--- config.mk ---
export PLATFORM = sky130hd
export DESIGN_NAME = alu_sequencer
export DESIGN_NICKNAME = d
export VERILOG_FILES = /design/src/rtl/alu_sequencer.sv
export SDC_FILE = /design/constraint.sdc
export NUM_CORES = 1
export LEC_CHECK = 0
export BUFFER_PORTS_ARGS = -buffer_cell sky130_fd_sc_hd__buf_2
export CORE_MARGIN = 1
export CORE_UTILIZATION = 45
export DETAILED_ROUTE_END_ITERATION = 8
export PLACE_DENSITY = 0.77
export SLEW_MARGIN = 20
export SYNTH_ARGS = -nofsm -noshare
export SYNTH_HDL_FRONTEND = slang
export SYNTH_SLANG_ARGS = --single-unit
--- constraint.sdc ---
create_clock -name clk -period 1.9 [get_ports clk]
set_input_delay 0.38 -clock clk [delete_from_list [all_inputs] [get_ports clk]]
set_output_delay 0.38 -clock clk [all_outputs]
set_load 0.02 [all_outputs]
--- src/rtl/alu_sequencer.sv ---
`default_nettype none
// +--------------------------------------------------------------------------+
// | Module   : alu_sequencer                                                  |
// | Purpose  : Control-side sequencer for the 8-bit combinational ALU.        |
// |            Accepts opcode/operand instructions on a valid/ready           |
// |            handshake, drives the ALU a/b/select lines, and captures the   |
// |            ALU result into an accumulator plus carry/zero flags. The      |
// |            multiply runs as 16 fixed ALU passes (shift-add, MSB first).   |
// | Macro    : ALU_SEQ_MUL_EN - builds the MUL state and its counter. When   |
// |            undefined, opcode 0xA is treated as an illegal opcode.         |
// | Ports    : clk, rst (async, active-high)                                  |
// |            instr_valid/instr_ready, opcode[3:0], operand[7:0]            |
// |            alu_a, alu_b, alu_s0..alu_s4 -> ALU ; alu_z, alu_carry <- ALU  |
// |            acc, carry_flag, zero_flag, done (pulse), err (pulse)          |
// | Revision : 1.0 - initial release                                          |
// +--------------------------------------------------------------------------+
module alu_sequencer #(
  parameter int WIDTH = 8
) (
  input  logic             clk,
  input  logic             rst,
  input  logic             instr_valid,
  output logic             instr_ready,
  input  logic [3:0]       opcode,
  input  logic [WIDTH-1:0] operand,
  output logic [WIDTH-1:0] alu_a,
  output logic [WIDTH-1:0] alu_b,
  output logic             alu_s0,
  output logic             alu_s1,
  output logic             alu_s2,
  output logic             alu_s3,
  output logic             alu_s4,
  input  logic [WIDTH-1:0] alu_z,
  input  logic             alu_carry,
  output logic [WIDTH-1:0] acc,
  output logic             carry_flag,
  output logic             zero_flag,
  output logic             done,
  output logic             err
);

  localparam logic [3:0] OP_NOP = 4'h0;
  localparam logic [3:0] OP_LDA = 4'h1;
  localparam logic [3:0] OP_ADD = 4'h2;
  localparam logic [3:0] OP_ADC = 4'h3;
  localparam logic [3:0] OP_SUB = 4'h4;
  localparam logic [3:0] OP_SBB = 4'h5;
  localparam logic [3:0] OP_AND = 4'h6;
  localparam logic [3:0] OP_INC = 4'h7;
  localparam logic [3:0] OP_DEC = 4'h8;
  localparam logic [3:0] OP_CMP = 4'h9;
`ifdef ALU_SEQ_MUL_EN
  localparam logic [3:0] OP_MUL = 4'hA;
`endif

  // Select words, ordered {s4, s3, s2, s1, s0}.
  localparam logic [4:0] SEL_IDLE = 5'b00010; // pass a
  localparam logic [4:0] SEL_LDA  = 5'b00011; // pass b
  localparam logic [4:0] SEL_ADD  = 5'b00000;
  localparam logic [4:0] SEL_SUB  = 5'b01100; // a + ~b + 1
  localparam logic [4:0] SEL_AND  = 5'b00001;
  localparam logic [4:0] SEL_INC  = 5'b10100; // a + 0 + 1
  localparam logic [4:0] SEL_DEC  = 5'b01000; // a + ~0 + 0

  typedef enum logic [1:0] {
    S_IDLE = 2'd0,
    S_EXEC = 2'd1,
    S_MUL  = 2'd2
  } state_t;

  state_t           state;
  logic [3:0]       op;
  logic [WIDTH-1:0] opnd;
  logic [4:0]       sel;

`ifdef ALU_SEQ_MUL_EN
  logic [WIDTH-1:0] tmp;   // running partial product
  logic [WIDTH-1:0] m;     // multiplicand snapshot of acc
  logic [3:0]       cnt;   // cnt[3:1] = bit step, cnt[0] = 0 DBL / 1 ADDSTEP
  logic             ovf;   // any carry seen during the multiply
  logic [2:0]       bit_idx;

  // Multiplier bits are consumed MSB first.
  assign bit_idx = 3'd7 - cnt[3:1];
`endif

  // ALU drive is decoded from registered state only.
  always_comb begin
    alu_a = acc;
    alu_b = '0;
    sel   = SEL_IDLE;
    case (state)
      S_EXEC: begin
        alu_b = opnd;
        case (op)
          OP_LDA:  sel = SEL_LDA;
          OP_ADD:  sel = SEL_ADD;
          OP_ADC:  sel = {2'b00, carry_flag, 2'b00};
          OP_SUB:  sel = SEL_SUB;
          // carry_flag=1 means "no borrow", so it doubles as the +1.
          OP_SBB:  sel = {2'b01, carry_flag, 2'b00};
          OP_AND:  sel = SEL_AND;
          OP_INC:  sel = SEL_INC;
          OP_DEC: begin
            alu_b = '0;
            sel   = SEL_DEC;
          end
          OP_CMP:  sel = SEL_SUB;
          default: sel = SEL_IDLE;
        endcase
      end
`ifdef ALU_SEQ_MUL_EN
      S_MUL: begin
        alu_a = tmp;
        // DBL adds tmp to itself; ADDSTEP adds m, or zero via s4 when the
        // multiplier bit is clear.
        alu_b = cnt[0] ? m : tmp;
        sel   = {(cnt[0] & ~opnd[bit_idx]), 4'b0000};
      end
`endif
      default: begin
        alu_a = acc;
        alu_b = '0;
        sel   = SEL_IDLE;
      end
    endcase
  end

  assign {alu_s4, alu_s3, alu_s2, alu_s1, alu_s0} = sel;

  always_ff @(posedge clk or posedge rst) begin
    if (rst) begin
      state       <= S_IDLE;
      op          <= OP_NOP;
      opnd        <= '0;
      acc         <= '0;
      carry_flag  <= 1'b0;
      zero_flag   <= 1'b0;
      done        <= 1'b0;
      err         <= 1'b0;
      instr_ready <= 1'b0;
`ifdef ALU_SEQ_MUL_EN
      tmp         <= '0;
      m           <= '0;
      cnt         <= '0;
      ovf         <= 1'b0;
`endif
    end else begin
      done <= 1'b0;
      err  <= 1'b0;
      case (state)
        S_IDLE: begin
          instr_ready <= 1'b1;
          if (instr_valid && instr_ready) begin
            op   <= opcode;
            opnd <= operand;
            case (opcode)
              OP_NOP: done <= 1'b1;
              OP_LDA, OP_ADD, OP_ADC, OP_SUB, OP_SBB,
              OP_AND, OP_INC, OP_DEC, OP_CMP: begin
                state       <= S_EXEC;
                instr_ready <= 1'b0;
              end
`ifdef ALU_SEQ_MUL_EN
              OP_MUL: begin
                state       <= S_MUL;
                instr_ready <= 1'b0;
                m           <= acc;
                tmp         <= '0;
                cnt         <= '0;
                ovf         <= 1'b0;
              end
`endif
              default: begin
                err  <= 1'b1;
                done <= 1'b1;
              end
            endcase
          end
        end
        S_EXEC: begin
          if (op != OP_CMP)
            acc <= alu_z;
          zero_flag <= (alu_z == '0);
          // LDA and AND leave the carry untouched.
          if (op != OP_LDA && op != OP_AND)
            carry_flag <= alu_carry;
          state       <= S_IDLE;
          done        <= 1'b1;
          instr_ready <= 1'b1;
        end
`ifdef ALU_SEQ_MUL_EN
        S_MUL: begin
          tmp <= alu_z;
          ovf <= ovf | alu_carry;
          cnt <= cnt + 4'd1;
          if (cnt == 4'd15) begin
            acc         <= alu_z;
            carry_flag  <= ovf | alu_carry;
            zero_flag   <= (alu_z == '0);
            state       <= S_IDLE;
            done        <= 1'b1;
            instr_ready <= 1'b1;
          end
        end
`endif
        default: begin
          state       <= S_IDLE;
          instr_ready <= 1'b1;
        end
      endcase
    end
  end

endmodule
`default_nettype wire

==> run_results.csv <==
group,metric,value,unit
finish,drive_gt1_share,68.3,%
grt,grt_max_degree,20,
placed_design,dp_hpwl,1860,µm
power_and_ir_drop,p_int,0.00124,W
cts,clk_pin_slew,0.14,ns
synthesis,yosysUniqueCellTypes,29,
floorplanning,start_util,49.6,%
setup_path,crit_buf_inv,1,
setup_path,critPathArrivalTime,1.64,ns
drt,dr.pass1.iters,4,
setup_path,cp-start-kind,"register",
setup_path,crit_slowest_cell,"or3b_4",
setup_path,worstPathRequired,1.52,ns
power_and_ir_drop,power_frac_seq,39.8,%
floorplanning,core.rowCount,18,
drt,drc,0,
cts,numCtsBuffers,3,
synthesis,synth_area,1270,µm²
job,drv_cap,0,
drt,drt_iter0_drc,24,
setup_path,cp_max_fo,8,
cts,cts_tree,"yes",
timing,finalCriticalPeriod,2.02,ns
power_and_ir_drop,switchingPower,0.000632,W
timing,setup_viol_count_final,9,
floorplanning,core_area,2570,µm²
finish,area_growth,40.7,%
synthesis,syn_area_per_cell,12.0,µm²
power_and_ir_drop,p_total,0.00187,W
setup_path,setup.worst_path.class,"reg -> out",
worst_hold_path,min_path_type,"in -> reg",
setup_path,cp-end-kind,"primary output",
finish,antenna_cells,0,
cts,htreeDepth,1,
grt,grt_pass1_vias,1008,
synthesis,synth_area_leader_cell,"dfrtp_1",
timing,setup-tns-final,-1.01,ns
grt,grt-ovfl-total,0,
cts,cts.sinks,26,
timing,finalHoldViolCount,0,
timing,slew_headroom,79.5,%
floorplanning,pin_count,58,
grt,antenna_found_initial,0,
synthesis,netlist_instances,106,
timing,rsz0062_at_grt,"yes",
finish,regArea,652,µm²
cts,ctsLongestPathBuffers,2,
floorplanning,dieWidth,55.2,µm
finish,multi_input_area,594,µm²
drt,drt_wl_total,2690,µm
floorplanning,dieArea,3050,µm²
synthesis,post-synth-top-area-fraction,51.1,%
placed_design,portBuffers,57,
power_and_ir_drop,peakVddDrop,1110,µV
synthesis,synth_area_leaders,"dfrtp_1 (51%), mux2_2 (19%), buf_4 (4.7%), and2_1 (3.9%), nor4b_1 (2.1%)",
power_and_ir_drop,comb_power_share,40.1,%
synthesis,ys_ff_latch,26,
power_and_ir_drop,p_leak,0.861,nW
status,status,"complete, but fails checks",
finish,final_core_util,69.8,%
timing,slew_violations,0,
timing,max_freq,0.495,GHz
floorplanning,die-height,55.2,µm
setup_path,critical-path-top-delay-family,"simple AND/OR/NAND/NOR gates",
synthesis,yosys_warnings,0,
setup_path,cpPeakStageDelay,0.41,ns
synthesis,ys_seq_area_share,51.1,%
power_and_ir_drop,powerDensity,1040,nW/µm²
finish,nets,192,
synthesis,synth_fp_nets,130,
cts,clk-insertion-delay-late,0.32,ns
status,violations,"setup timing",
timing,timing.clock.skew,0.00521,ns
cts,cts_root_buffer,"clkbuf_4",
finish,fillers,185,
timing,fin_crit_sh,106,%
setup_path,crit_chain,"or3b_4 -> o21a_4 -> and2_4 -> buf_6",
placed_design,dp_worst_setup_slack,0.131,ns
drt,drtAntennaViolNets,0,
grt,grt_pass1_wl,4510,µm
timing,worst_slack,-0.120,ns
placed_design,place_congestion,0.764,
grt,grt_usage,18.4,%
power_and_ir_drop,swShare,33.8,%
drt,wire_per_inst,13.6,µm
drt,routed_via_density,5.08,
power_and_ir_drop,pwr-share-clk,20.1,%
timing,worstMarginPinSlew,0.308,ns
drt,via_count,1000,
through the flow:
stage	cell area (µm²)	hold slack, ns	std cells
after CTS	1770	0.270	197
after global placement	1550	0.322	186
after floorplan	1270	0.420	106
after global routing	1790	0.262	197
after detailed placement	1550	0.339	186
final	1790	0.279	197
routing by layer:
| layer | wire length, µm | global-route usage (%) | vias up |
|---|---|---|---|
| met5 | 0 | 0 | - |
| met4 | 13 | 4.64 | 0 |
| met3 | 158 | 6.56 | 2 |
| met2 | 1440 | 33.2 | 39 |
| met1 | 1080 | 20.5 | 473 |
| li1 | - | - | 486 |
kinds of logic (layout without fill, tap and decap cells):
logic type                after synthesis  count (layout)  synth area share (%)
and+or+nand+nor                        29              29                  14.4
DFF                                    26              26                  51.1
muxes                                  21              21                  18.6
buffers and inverters                  16              77                  7.96
AOI/OAI and AO/OA                      12              12                  6.58
xor gates and xnor gates                2               2                  1.38
cells in the final DEF, fill, tap and decap left out, types with 2 or more instances in the layout:
| cell type | Yosys | routed |
|---|---|---|
| dfrtp_1 | 26 | 25 |
| a21oi_1 | 3 | 3 |
| nand2_1 | 4 | 4 |
| xnor2_1 | 2 | 2 |
| mux2_2 | 21 | 20 |
| buf_4 | 8 | 13 |
| nor2_1 | 4 | 3 |
| buf_6 | 1 | 9 |
| o21ai_0 | 4 | 3 |
| buf_2 | 2 | 47 |
| and2_4 | 0 | 8 |
| clkbuf_4 | 0 | 3 |
| inv_1 | 3 | 3 |
power by group through the flow:
| stage | logic [W] | clock network, W | registers, W |
|---|---|---|---|
| final | 0.000748 | 0.000375 | 0.000744 |
| after global routing | 0.000800 | 0.000408 | 0.000761 |
| after CTS | 0.000734 | 0.000388 | 0.000744 |
| after detailed placement | 0.000638 | 0 | 0.000752 |
| after global placement | 0.000625 | 0 | 0.000744 |
| after floorplan | 0.000425 | 0 | 0.000820 |
registers in the layout, summed over array words and instances, names as in the netlist:
| register | flops |
|---|---|
| err | 1 |
| instr_ready | 1 |
| state | 1 |
| done | 1 |
| opnd | 8 |
| carry_flag | 1 |
| op | 4 |
| acc | 8 |
| zero_flag | 1 |
synth_stat cells (all sizes together):
cell type	instances
a21o	1
and3b	1
a21oi	3
nand3b	1
o311ai	1
or2	1
or4	1
nor2	4
nand2	4
and2	8
buf	11
or4b	1
mux2	21
nor4b	3
clkbuf	2
o21ai	5
inv	3
o21a	1
a31o	1
xnor2	2
nor3	1
dfrtp	26
or3b	1
nand3	1
nor3b	2
cell type report:
cell class / instances / share of cell area (%)
clock inverters: 1 / 1.68
inverters: 3 / 0.628
repair buffers: 70 / 24.8
well taps: 30 / 2.09
multi-input cells: 64 / 33.2
flip-flops and latches: 26 / 36.4
clock buffers: 3 / 1.26
worst paths after layout:
path / from / to / slack (ns) / cells past startpoint
worst max-delay path: op[1] / alu_b[6] / -0.12 / 4
worst min-delay path: operand[3] / opnd[3] / 0.28 / 2
worst max register to register: op[3] / carry_flag / 0.05 / 6
worst min register to register: opnd[3] / opnd[3] / 0.53 / 1
max in group asynchronous: rst / op[0] / 0.81 / 4
min in group asynchronous: rst / acc[3] / 0.53 / 3
what timing repair did:
item / in CTS / in global routing
hold buffers: 1 / 0
setup endpoints to repair: 11 / 12
endpoints found under the hold margin: 7 / 0
setup buffers: 6 / 0
pin swaps: 12 / 2
resized for setup: 34 / 5
Note: power is estimated with default switching activity, not from simulation.
